**src/rtl/booth_mcand_buf_if.sv**
```systemverilog
// Upstream load handshake for the Booth multiplicand buffer.
// The master offers in_data and the slave returns in_ready.
interface booth_mcand_buf_if #(
  parameter int WIDTH = 8
);
  logic             in_valid;
  logic             in_ready;
  logic [WIDTH-1:0] in_data;

  modport master (
    output in_valid,
    output in_data,
    input  in_ready
  );

  modport slave (
    input  in_valid,
    input  in_data,
    output in_ready
  );
endinterface

```
**src/rtl/booth_mcand_buf.sv**
```systemverilog
// Double-buffered Booth multiplicand with registered partial product.
// The shadow register loads upstream data; take promotes it to active.
module booth_mcand_buf #(
  parameter int WIDTH  = 8,
  parameter int RADIX4 = 0
) (
  input  logic               clk,
  input  logic               rst_n,
  booth_mcand_buf_if.slave   up,
  input  logic               take,
  input  logic               clear,
  input  logic               pp_en,
  input  logic [2:0]         sel,
  output logic               act_valid,
  output logic [WIDTH-1:0]   mcand_o,
  output logic [WIDTH+1:0]   pp_out
);

  localparam int PW = WIDTH + 2;
  localparam bit R4 = (RADIX4 != 0);

  logic [WIDTH-1:0] r_shd;
  logic             r_full;
  logic [WIDTH-1:0] r_act;
  logic             r_av;
  logic [PW-1:0]    r_pm;
  logic [PW-1:0]    r_nm;
  logic [PW-1:0]    r_p2;
  logic [PW-1:0]    r_n2;
  logic [PW-1:0]    r_pp;

  logic          w_take_fire;
  logic          w_in_ready;
  logic          w_load_fire;
  logic [PW-1:0] w_sext;
  logic [PW-1:0] w_neg;
  logic          w_pos;
  logic          w_negm;
  logic          w_pos2;
  logic          w_neg2;
  logic [PW-1:0] w_pp;

  assign w_take_fire = take & r_full;
  assign w_in_ready  = ~r_full | w_take_fire;
  assign w_load_fire = up.in_valid & w_in_ready;
  assign up.in_ready = w_in_ready;

  // Terms are widened first so -M and -2M of the most negative value stay exact
  assign w_sext = {{2{r_shd[WIDTH-1]}}, r_shd};
  assign w_neg  = ~w_sext + PW'(1);

  assign w_pos  = R4 ? (sel == 3'd1 || sel == 3'd2)
                     : (sel[1:0] == 2'd1);
  assign w_negm = R4 ? (sel == 3'd5 || sel == 3'd6)
                     : (sel[1:0] == 2'd2);
  assign w_pos2 = R4 && (sel == 3'd3);
  assign w_neg2 = R4 && (sel == 3'd4);

  always_comb begin
    w_pp = '0;
    unique case (1'b1)
      w_pos:   w_pp = r_pm;
      w_negm:  w_pp = r_nm;
      w_pos2:  w_pp = r_p2;
      w_neg2:  w_pp = r_n2;
      default: w_pp = '0;
    endcase
  end

  always_ff @(posedge clk or negedge rst_n) begin
    if (!rst_n) begin
      r_shd  <= '0;
      r_full <= 1'b0;
    end else if (w_load_fire) begin
      r_shd  <= up.in_data;
      r_full <= 1'b1;
    end else if (w_take_fire) begin
      r_full <= 1'b0;
    end
  end

  always_ff @(posedge clk or negedge rst_n) begin
    if (!rst_n) begin
      r_act <= '0;
      r_av  <= 1'b0;
      r_pm  <= '0;
      r_nm  <= '0;
      r_p2  <= '0;
      r_n2  <= '0;
    end else if (w_take_fire) begin
      r_act <= r_shd;
      r_av  <= 1'b1;
      r_pm  <= w_sext;
      r_nm  <= w_neg;
      r_p2  <= w_sext << 1;
      r_n2  <= w_neg << 1;
    end else if (clear) begin
      r_av  <= 1'b0;
    end
  end

  always_ff @(posedge clk or negedge rst_n) begin
    if (!rst_n) begin
      r_pp <= '0;
    end else if (pp_en) begin
      r_pp <= r_av ? w_pp : '0;
    end
  end

  assign act_valid = r_av;
  assign mcand_o   = r_act;
  assign pp_out    = r_pp;

endmodule

```
**src/flat_wrapper.sv**
```systemverilog
// flat-port wrapper written by rule: the top's interface ports become plain ports
module booth_mcand_buf_flat 
#(
  parameter int WIDTH  = 8,
  parameter int RADIX4 = 0
)
  (clk, rst_n, take, clear, pp_en, sel, act_valid, mcand_o, pp_out, up_in_valid, up_in_data, up_in_ready);
  booth_mcand_buf_if #(.WIDTH(WIDTH)) up_i ();
  input  logic clk;
  input  logic rst_n;
  input  logic take;
  input  logic clear;
  input  logic pp_en;
  input  logic [2:0] sel;
  output logic act_valid;
  output logic [WIDTH-1:0] mcand_o;
  output logic [WIDTH+1:0] pp_out;
  input wire logic [$bits(up_i.in_valid)-1:0] up_in_valid;
  input wire logic [$bits(up_i.in_data)-1:0] up_in_data;
  output wire logic [$bits(up_i.in_ready)-1:0] up_in_ready;
  assign up_i.in_valid = up_in_valid;
  assign up_i.in_data = up_in_data;
  assign up_in_ready = up_i.in_ready;
  booth_mcand_buf #(.WIDTH(WIDTH), .RADIX4(RADIX4)) u_core (.clk(clk), .rst_n(rst_n), .up(up_i), .take(take), .clear(clear), .pp_en(pp_en), .sel(sel), .act_valid(act_valid), .mcand_o(mcand_o), .pp_out(pp_out));
endmodule
```
**config.mk**
```make
export PLATFORM = sky130hd
export DESIGN_NAME = booth_mcand_buf_flat
export DESIGN_NICKNAME = d
export VERILOG_FILES = /design/src/rtl/booth_mcand_buf_if.sv /design/src/rtl/booth_mcand_buf.sv /design/src/flat_wrapper.sv
export SDC_FILE = /design/constraint.sdc
export NUM_CORES = 1
export LEC_CHECK = 0
export CELL_PAD_IN_SITES_DETAIL_PLACEMENT = 2
export CELL_PAD_IN_SITES_GLOBAL_PLACEMENT = 2
export CORE_ASPECT_RATIO = 0.8
export CORE_MARGIN = 5
export CORE_UTILIZATION = 33
export DETAILED_ROUTE_END_ITERATION = 7
export PLACE_DENSITY_LB_ADDON = 0.1
export SLEW_MARGIN = 25
export SYNTH_ARGS = -nofsm -noshare
export SYNTH_HDL_FRONTEND = slang
export SYNTH_SLANG_ARGS = --single-unit
```
**constraint.sdc**
```tcl
create_clock -name clk -period 5.1 [get_ports clk]
set_clock_uncertainty 0.2 [all_clocks]
set_input_delay 0.765 -clock clk [delete_from_list [all_inputs] [get_ports clk]]
set_output_delay 0.765 -clock clk [all_outputs]
set_load 0.05 [all_outputs]
```
==> flow_summary.yaml <==
outcome:
  outcome: "completed"
synth:
  syn_area_um2: 1590
  ys_seq_area_share_pct: 58.3
  synth_warnings: 0
  syn_nets: 163
  ys_seq_elements: 37
  synth_area_per_cell_um2: 11.1
  synthDistinctLibCells: 29
  synth_cells: 143
route:
  vias: 1189
  first_pass_iters: 4
  drcViolationCount: 0
  drt-initial-drc-count: 37
  wl_per_cell_um: 16.0
  drt-vias-per-instance: 4.97
  antenna_left: 0
  drt_wl_total_um: 3830
flow_run:
  cap_violations: 0
placed_design:
  gp_congestion: 0.708
  dp_cells: 232
  dp_hpwl_um: 2870
  dpl_worst_slack_ns: 1.85
  place_area_um2: 1990
  port_buffers: 35
power:
  vdd_drop_max_mv: 0.147
  combPwrFrac_pct: 26.6
  seqPwrFrac_pct: 47.4
  switching_share_pct: 33.1
  cellLeakagePower_nw: 0.889
  intPower_mw: 0.529
  design_power_total_mw: 0.791
  power.density_nw_per_um2: 381
  clkPwrFrac_pct: 26.0
  p_sw_mw: 0.261
finish:
  multi_input_area_um2: 559
  diodes: 0
  area_delta_synth_final_pct: 30.7
  drive_above_1_share_pct: 11.7
  post-route-cell-area_um2: 2080
  final-seq-area_um2: 926
  layout_common_cells: "dfrtp_1 (37), clkdlybuf4s50_1 (35), inv_1 (19)"
  layout_commonest_cell: "dfrtp_1"
  final_cells: 239
  nets: 199
  fillCellCount: 484
  final_core_util_pct: 44.9
global_route:
  grt_pass1_wl_um: 6610
  antenna_found_initial: 0
  use_met1_pct: 17.4
  grt_max_degree: 38
  top_usage_layer: "met2"
  grt_util_met2_pct: 21.6
  grt_use_total_pct: 13.6
  met3_usage_pct: 4.20
  grt_pass1_vias: 1359
  grt_overflow: 0
floorplanning:
  io_pins: 37
  initial_core_util_pct: 34.3
  die-area_um2: 6310
  die_w_um: 87.6
  rows: 22
  die_h_um: 72.0
  fp.coreArea_um2: 4620
setup_path:
  end_kind: "primary output"
  startpoint_type: "primary input"
  worstPathMaxFanout: 4
  critPathKind: "primary input to primary output"
  cp.arrival_ns: 2.27
  cp.required_ns: 4.14
cts:
  cts_setup_buffers: 0
  ctsResizeCount: 0
  tritoncts: "done"
  clk_pin_slew_ns: 0.07
  cts_buffer_depth: 2
  clock_latency_ns: 0.29
  cts_buffers: 5
  htree_levels: 2
  clock_sinks: 37
  cts_hold_buf: 0
  ctsRootBufferMaster: "clkbuf_8"
min_path:
  hp-class: "flop to flop"
sta:
  max_freq_mhz: 309
  finalCritPeriodShare_pct: 63.4
  hold_viol: 0
  rsz0062_at_grt: "false"
  relSlewSlack_pct: 38.8
  finalWorstSetupSlack_ns: 1.86
  finalSetupViolCount: 0
  tns_ns: 0
  period_needed_ns: 3.24
  holdWs_ns: 0.290
  worstMarginPinSlew_ns: 0.915
  final_max_slew_viol_count: 0
==> power by group through the flow <==
| stage | clock [mW] | combinational [mW] | sequential (mW) |
|---|---|---|---|
| after global routing | 0.228 | 0.227 | 0.382 |
| after detailed placement | 0 | 0.213 | 0.381 |
| after CTS | 0.212 | 0.214 | 0.376 |
| after floorplan | 0 | 0.0820 | 0.428 |
| after global placement | 0 | 0.206 | 0.377 |
| final | 0.206 | 0.210 | 0.375 |
==> Yosys cell counts (all sizes together) <==
master	instances	area, µm²
inv	19	71.3
a31oi	1	6.26
or4	1	11.3
xor2	1	8.76
dfrtp	37	926
nand3	1	5.00
nor3b	2	15.0
nand3b	1	7.51
buf	2	12.5
o2111a	1	11.3
ha	3	37.5
o31ai	3	22.5
mux2	11	124
nor3	1	5.00
a21o	1	8.76
nand2	15	56.3
o31a	1	10.0
a21oi	3	15.0
o22ai	10	62.6
xnor2	2	17.5
a22oi	6	45.0
or3	1	6.26
a211o	1	8.76
and2	1	6.26
clkbuf	5	18.8
nor4	1	6.26
o21ai	10	50.1
nand2b	2	12.5
==> registers in the layout (all words and copies together) (netlist names) <==
register          cells
u_core.pp_out        10
u_core.r_nm          10
u_core.r_shd          8
u_core.mcand_o        7
u_core.r_full         1
u_core.act_valid      1
==> cells by family after synthesis <==
| kind of cell | count (synthesis) | synth area share [%] |
|---|---|---|
| DFF | 37 | 58.3 |
| buffers and inverters | 26 | 6.46 |
| muxes | 11 | 7.80 |
| AOI/OAI and AO/OA | 37 | 15.1 |
| adders and majority gates | 3 | 2.36 |
| xor gates and xnor gates | 3 | 1.66 |
| and+or+nand+nor | 26 | 8.27 |
==> worst max-delay path: stages <==
cell	delay (ns)
clkdlybuf4s50_1	0.51
nand2b_1	0.17
clkdlybuf4s50_1	0.82
==> final timing paths <==
kind,end,depth (start not counted),startpoint,slack (ns)
worst min register to register,u_core.r_nm[9]$_DFFE_PN0P_,1,u_core.r_nm[9]$_DFFE_PN0P_,0.29
worst max register to register,u_core.r_nm[7]$_DFFE_PN0P_,3,u_core.r_shd[3]$_DFFE_PN0P_,3.21
worst min-delay path,u_core.r_nm[9]$_DFFE_PN0P_,1,u_core.r_nm[9]$_DFFE_PN0P_,0.29
worst max-delay path,up_in_ready,3,take,1.86
min in group asynchronous,u_core.pp_out[9]$_DFFE_PN0P_,2,rst_n,0.71
max in group asynchronous,u_core.r_shd[1]$_DFFE_PN0P_,2,rst_n,3.66
==> per-layer routing <==
layer | part of all wire [%] | up-vias
met5 | 0 | -
met4 | 1.4 | 0
met3 | 5.8 | 6
met2 | 47 | 31
met1 | 46 | 590
li1 | - | 562
==> final cells by class <==
cell class / count / area share (%)
inverters: 19 / 3.44
clock buffers: 7 / 4.16
multi-input cells: 80 / 26.9
well taps: 60 / 3.62
flip-flops and latches: 37 / 44.6
repair buffers: 36 / 17.2
(Power assumes the default switching activity.)
==> edit 1: new RTL, same flow settings <==
`WIDTH` is set to 8 in 3 places; all go to 10.
--- a/src/rtl/booth_mcand_buf_if.sv
+++ b/src/rtl/booth_mcand_buf_if.sv
@@ -1,7 +1,7 @@
 // Upstream load handshake for the Booth multiplicand buffer.
 // The master offers in_data and the slave returns in_ready.
 interface booth_mcand_buf_if #(
-  parameter int WIDTH = 8
+  parameter int WIDTH = 10
 );
   logic             in_valid;
   logic             in_ready;
--- a/src/rtl/booth_mcand_buf.sv
+++ b/src/rtl/booth_mcand_buf.sv
@@ -1,7 +1,7 @@
 // Double-buffered Booth multiplicand with registered partial product.
 // The shadow register loads upstream data; take promotes it to active.
 module booth_mcand_buf #(
-  parameter int WIDTH  = 8,
+  parameter int WIDTH  = 10,
   parameter int RADIX4 = 0
 ) (
   input  logic               clk,
--- a/src/flat_wrapper.sv
+++ b/src/flat_wrapper.sv
@@ -1,7 +1,7 @@
 // flat-port wrapper written by rule: the top's interface ports become plain ports
 module booth_mcand_buf_flat 
 #(
-  parameter int WIDTH  = 8,
+  parameter int WIDTH  = 10,
   parameter int RADIX4 = 0
 )
   (clk, rst_n, take, clear, pp_en, sel, act_valid, mcand_o, pp_out, up_in_valid, up_in_data, up_in_ready);
Interface: changed (resized mcand_o, pp_out and up_in_data); port bits go from 37 to 43. No check against the original RTL was run, so the function may have changed too.
==> edit 1 against the unedited design <==
Hold slack worse by 27 ps; register-to-register slack about the same; routed wire length up 34%; sequential cell count up 8; setup slack better by 19 ps; cell area up 24%; area after synthesis up 24%; total power up 29%.
==> edit 1: results (changes against the unedited design) <==
routability cong.=0.707 (was 0.708); status=finished, final reports clean (unchanged); Buffers on Ports=41 (was 35); top post-synthesis cells by area=sky130_fd_sc_hd__dfrtp_1 57%, sky130_fd_sc_hd__mux2_2 11%, sky130_fd_sc_hd__o22ai_1 3.8% (was sky130_fd_sc_hd__dfrtp_1 58%, sky130_fd_sc_hd__mux2_2 7.8%, sky130_fd_sc_hd__inv_1 4.5%); worst-margin pin slew=585 ps (was 915 ps); pin count of the biggest net entering global routing=46 (was 38); final layout net count=234 (was 199); Cell variety after synth=32 (was 29); maximum fanout along the worst path=3 (was 4); sequential area share after synthesis=0.570 (was 0.583); synthesized net count=195 (was 163); number of filler instances in the final layout=603 (was 484); clock tree buffer depth=2 (unchanged); number of detailed-route iterations in the first pass=4 (unchanged); drt initial violations=20 (was 37); worst min path class=in -> async (was reg -> reg); Detail Placement HPWL=3720 um (was 2870 um); average cell area after synthesis=11.4 um2 (was 11.1 um2); peak supply drop=176 uV (was 147 uV); most numerous cell types in the synthesized netlist=45 x sky130_fd_sc_hd__dfrtp_1, 19 x sky130_fd_sc_hd__mux2_2, 17 x sky130_fd_sc_hd__inv_1 (was 37 x sky130_fd_sc_hd__dfrtp_1, 19 x sky130_fd_sc_hd__inv_1, 15 x sky130_fd_sc_hd__nand2_1); static leakage=1.05 nW (was 0.889 nW); aggregate global-route resource usage=0.145 (was 0.136); detail-routed via count per cell=5.00 (was 4.97); via count of the first global-routing pass=1666 (was 1359); fraction of layout instances using a drive strength above 1=0.146 (was 0.117); Final Instance Count excl. Fillers=294 (was 239)
[edit 1: changes by cell type after synthesis, moves of 3 or more]
cell | before | now
sky130_fd_sc_hd__mux2_2 | 11 | 19
sky130_fd_sc_hd__dfrtp_1 | 37 | 45
sky130_fd_sc_hd__or3_1 | 1 | 4
sky130_fd_sc_hd__nand2_1 | 15 | 11
[edit 1: cell families (layout without fill, tap and decap cells)]
family / after synthesis / in the layout / synth area share
muxes: 19 / 19 / 0.108
xor gates and xnor gates: 3 / 3 / 0.0133
and+or+nand+nor: 37 / 37 / 0.104
DFF: 45 / 45 / 0.570
buffers and inverters: 26 / 66 / 0.0513
AOI/OAI and AO/OA: 40 / 40 / 0.134
adders and majority gates: 3 / 3 / 0.0190
[edit 1: layout make-up]
class	count	area, um2	share of cell area
Clock buffer	7	86.3	0.0336
Clock inverter	1	30.0	0.0117
Inverter	17	63.8	0.0249
Multi-Input combinational cell	102	751	0.293
Sequential cell	45	1130	0.439
Tap cell	81	101	0.0395
Timing Repair Buffer	41	408	0.159
[edit 1: worst paths after layout]
kind,startpoint,to,depth (start not counted)
worst max register to register,u_core.r_shd[3],u_core.r_nm[11],3
worst max-delay path,take,up_in_ready,3
worst min register to register,u_core.r_nm[8],u_core.r_nm[8],2
min in group clk,u_core.r_nm[8],u_core.r_nm[8],2
max in group asynchronous,rst_n,u_core.r_nm[6],1
worst min-delay path,rst_n,u_core.r_shd[2],1
[edit 1: stage by stage]
stage	power (mW)	hold WS (ps)	worst slack [ps]	instance area [um2]	utilization
2_1_floorplan	0.643	249	2850	1980	-
3_3_place_gp	0.741	266	1910	2440	0.418
3_5_place_dp	0.756	290	1900	2440	0.418
4_1_cts	1.04	315	1890	2560	0.438
5_1_grt	1.08	300	1840	2570	0.439
6_report	1.02	263	1880	2570	0.439
[edit 1: power by group]
part / switching [mW] / leakage, nW / total [mW] / internal, mW
combinational: 0.167 / 0.437 / 0.279 / 0.112
clock: 0.118 / 0.0585 / 0.277 / 0.160
sequential: 0.0540 / 0.558 / 0.467 / 0.413
[edit 1: critical path, stage by stage]
cell and delay (ps):
sky130_fd_sc_hd__clkdlybuf4s50_1 500, sky130_fd_sc_hd__nand2b_1 170, sky130_fd_sc_hd__clkdlybuf4s50_1 820
[edit 1: per-layer routing]
layer	wire length (um)	vias up	global-route usage
li1	-	688	-
met3	246	6	0.0360
met2	2440	34	0.238
met4	38	0	0.0336
met1	2400	743	0.194
met5	0	-	0
==> edit 2: new RTL, same settings <==
Without the edit above. Make the reset (`rst_n`) synchronous in 3 clocked blocks.
--- a/src/rtl/booth_mcand_buf.sv
+++ b/src/rtl/booth_mcand_buf.sv
@@ -67,7 +67,7 @@
     endcase
   end
 
-  always_ff @(posedge clk or negedge rst_n) begin
+  always_ff @(posedge clk) begin
     if (!rst_n) begin
       r_shd  <= '0;
       r_full <= 1'b0;
@@ -79,7 +79,7 @@
     end
   end
 
-  always_ff @(posedge clk or negedge rst_n) begin
+  always_ff @(posedge clk) begin
     if (!rst_n) begin
       r_act <= '0;
       r_av  <= 1'b0;
@@ -99,7 +99,7 @@
     end
   end
 
-  always_ff @(posedge clk or negedge rst_n) begin
+  always_ff @(posedge clk) begin
     if (!rst_n) begin
       r_pp <= '0;
     end else if (pp_en) begin
Behaviour: differs if rst_n is asserted again (counterexample within 4 cycles, from zero or initial values and one cycle with rst_n low); with rst_n held inactive, the same outputs for 10 cycles.
==> edit 2 against the unedited design <==
Count of clock-buffer cells in the layout did not move; area after synthesis rose by 2.3%; routed wire length rose by 22%; setup slack got worse by 670 ps; critical path type unchanged; sequential cell count did not move; cell area rose by 1.1%; hold slack got worse by 14 ps; highest routed layer unchanged; global-route usage rose by 2.2 points.
Power is not compared: it rests on default switching activity, and its combinational part moved more than twofold at a synthesized area within 25%.
==> edit 2: results (changes against the unedited design) <==
status=finished, final reports clean (unchanged); routability cong.=0.711 (was 0.708); Detail Placement HPWL=3380 um (was 2870 um); final worst path period need=3910 ps (was 3240 ps); global-route wire length before repair=7890 um (was 6610 um); Cell variety after synth=27 (was 29); Final Total Pwr=between 0.6 and 0.7 mW; final layout net count=241 (was 199); top post-synthesis cells by area=sky130_fd_sc_hd__dfxtp_1 46%, sky130_fd_sc_hd__a21boi_0 9.7%, sky130_fd_sc_hd__nand2_1 5.5% (was sky130_fd_sc_hd__dfrtp_1 58%, sky130_fd_sc_hd__mux2_2 7.8%, sky130_fd_sc_hd__inv_1 4.5%); cell count after placement=274 (was 232); drt initial violations=43 (was 37); complex-gate fraction of the synthesized area=0.257 (was 0.151); routed wire length=4670 um (was 3830 um); worst reg2reg path depth=4 (was 3); arithmetic-cell share of the synthesized area counting full adders, half adders and majority gates=0.0231 (was 0.0236); hold path cells=2 (was 1); pin count of the biggest net entering global routing=29 (was 38); Worst R2R Start=u_core.r_full (was u_core.r_shd[3]); via count of the first global-routing pass=1611 (was 1359); average cell area after synthesis=8.46 um2 (was 11.1 um2); Reg2Reg Setup Slack=3200 ps (was 3210 ps); dpl cell area=0.00200 mm2 (was 0.00199 mm2); XOR/XNOR share of the synthesized area=0.0108 (was 0.0165); Async S/R FF share, synth=0 (was 1.00); headroom to the max-slew limit=0.589 (was 0.388); detail-routed via count per cell=5.30 (was 4.97); synthesized net count=212 (was 163); fraction of layout instances using a drive strength above 1=0.0405 (was 0.117); multiplexer area fraction after synthesis=0 (was 0.0780)
==> edit 2: per-layer routing <==
layer | wire (um) | share of wire | vias to the layer above | track usage
met3 | 165 | 0.035 | 4 | 0.0384
met4 | 39 | 0.0083 | 0 | 0.0453
met2 | 2230 | 0.48 | 22 | 0.255
met5 | 0 | 0 | - | 0
li1 | - | - | 723 | -
met1 | 2240 | 0.48 | 746 | 0.208
==> edit 2: cell families after synthesis <==
family / after synthesis
AND/OR/NAND/NOR: 58
flip-flops: 37
adder cells (fa/ha/maj): 3
AO/OA/AOI/OAI: 60
XOR/XNOR: 2
buffers and inverters: 32
==> edit 2: area by class of cell <==
cell class	instances	area, um2
clock inverters	1	5.00
well taps	60	75.1
clock buffers	7	96.3
flip-flops and latches	37	741
inverters	18	67.6
multi-input cells	123	757
repair buffers	36	358
fillers	548	2580
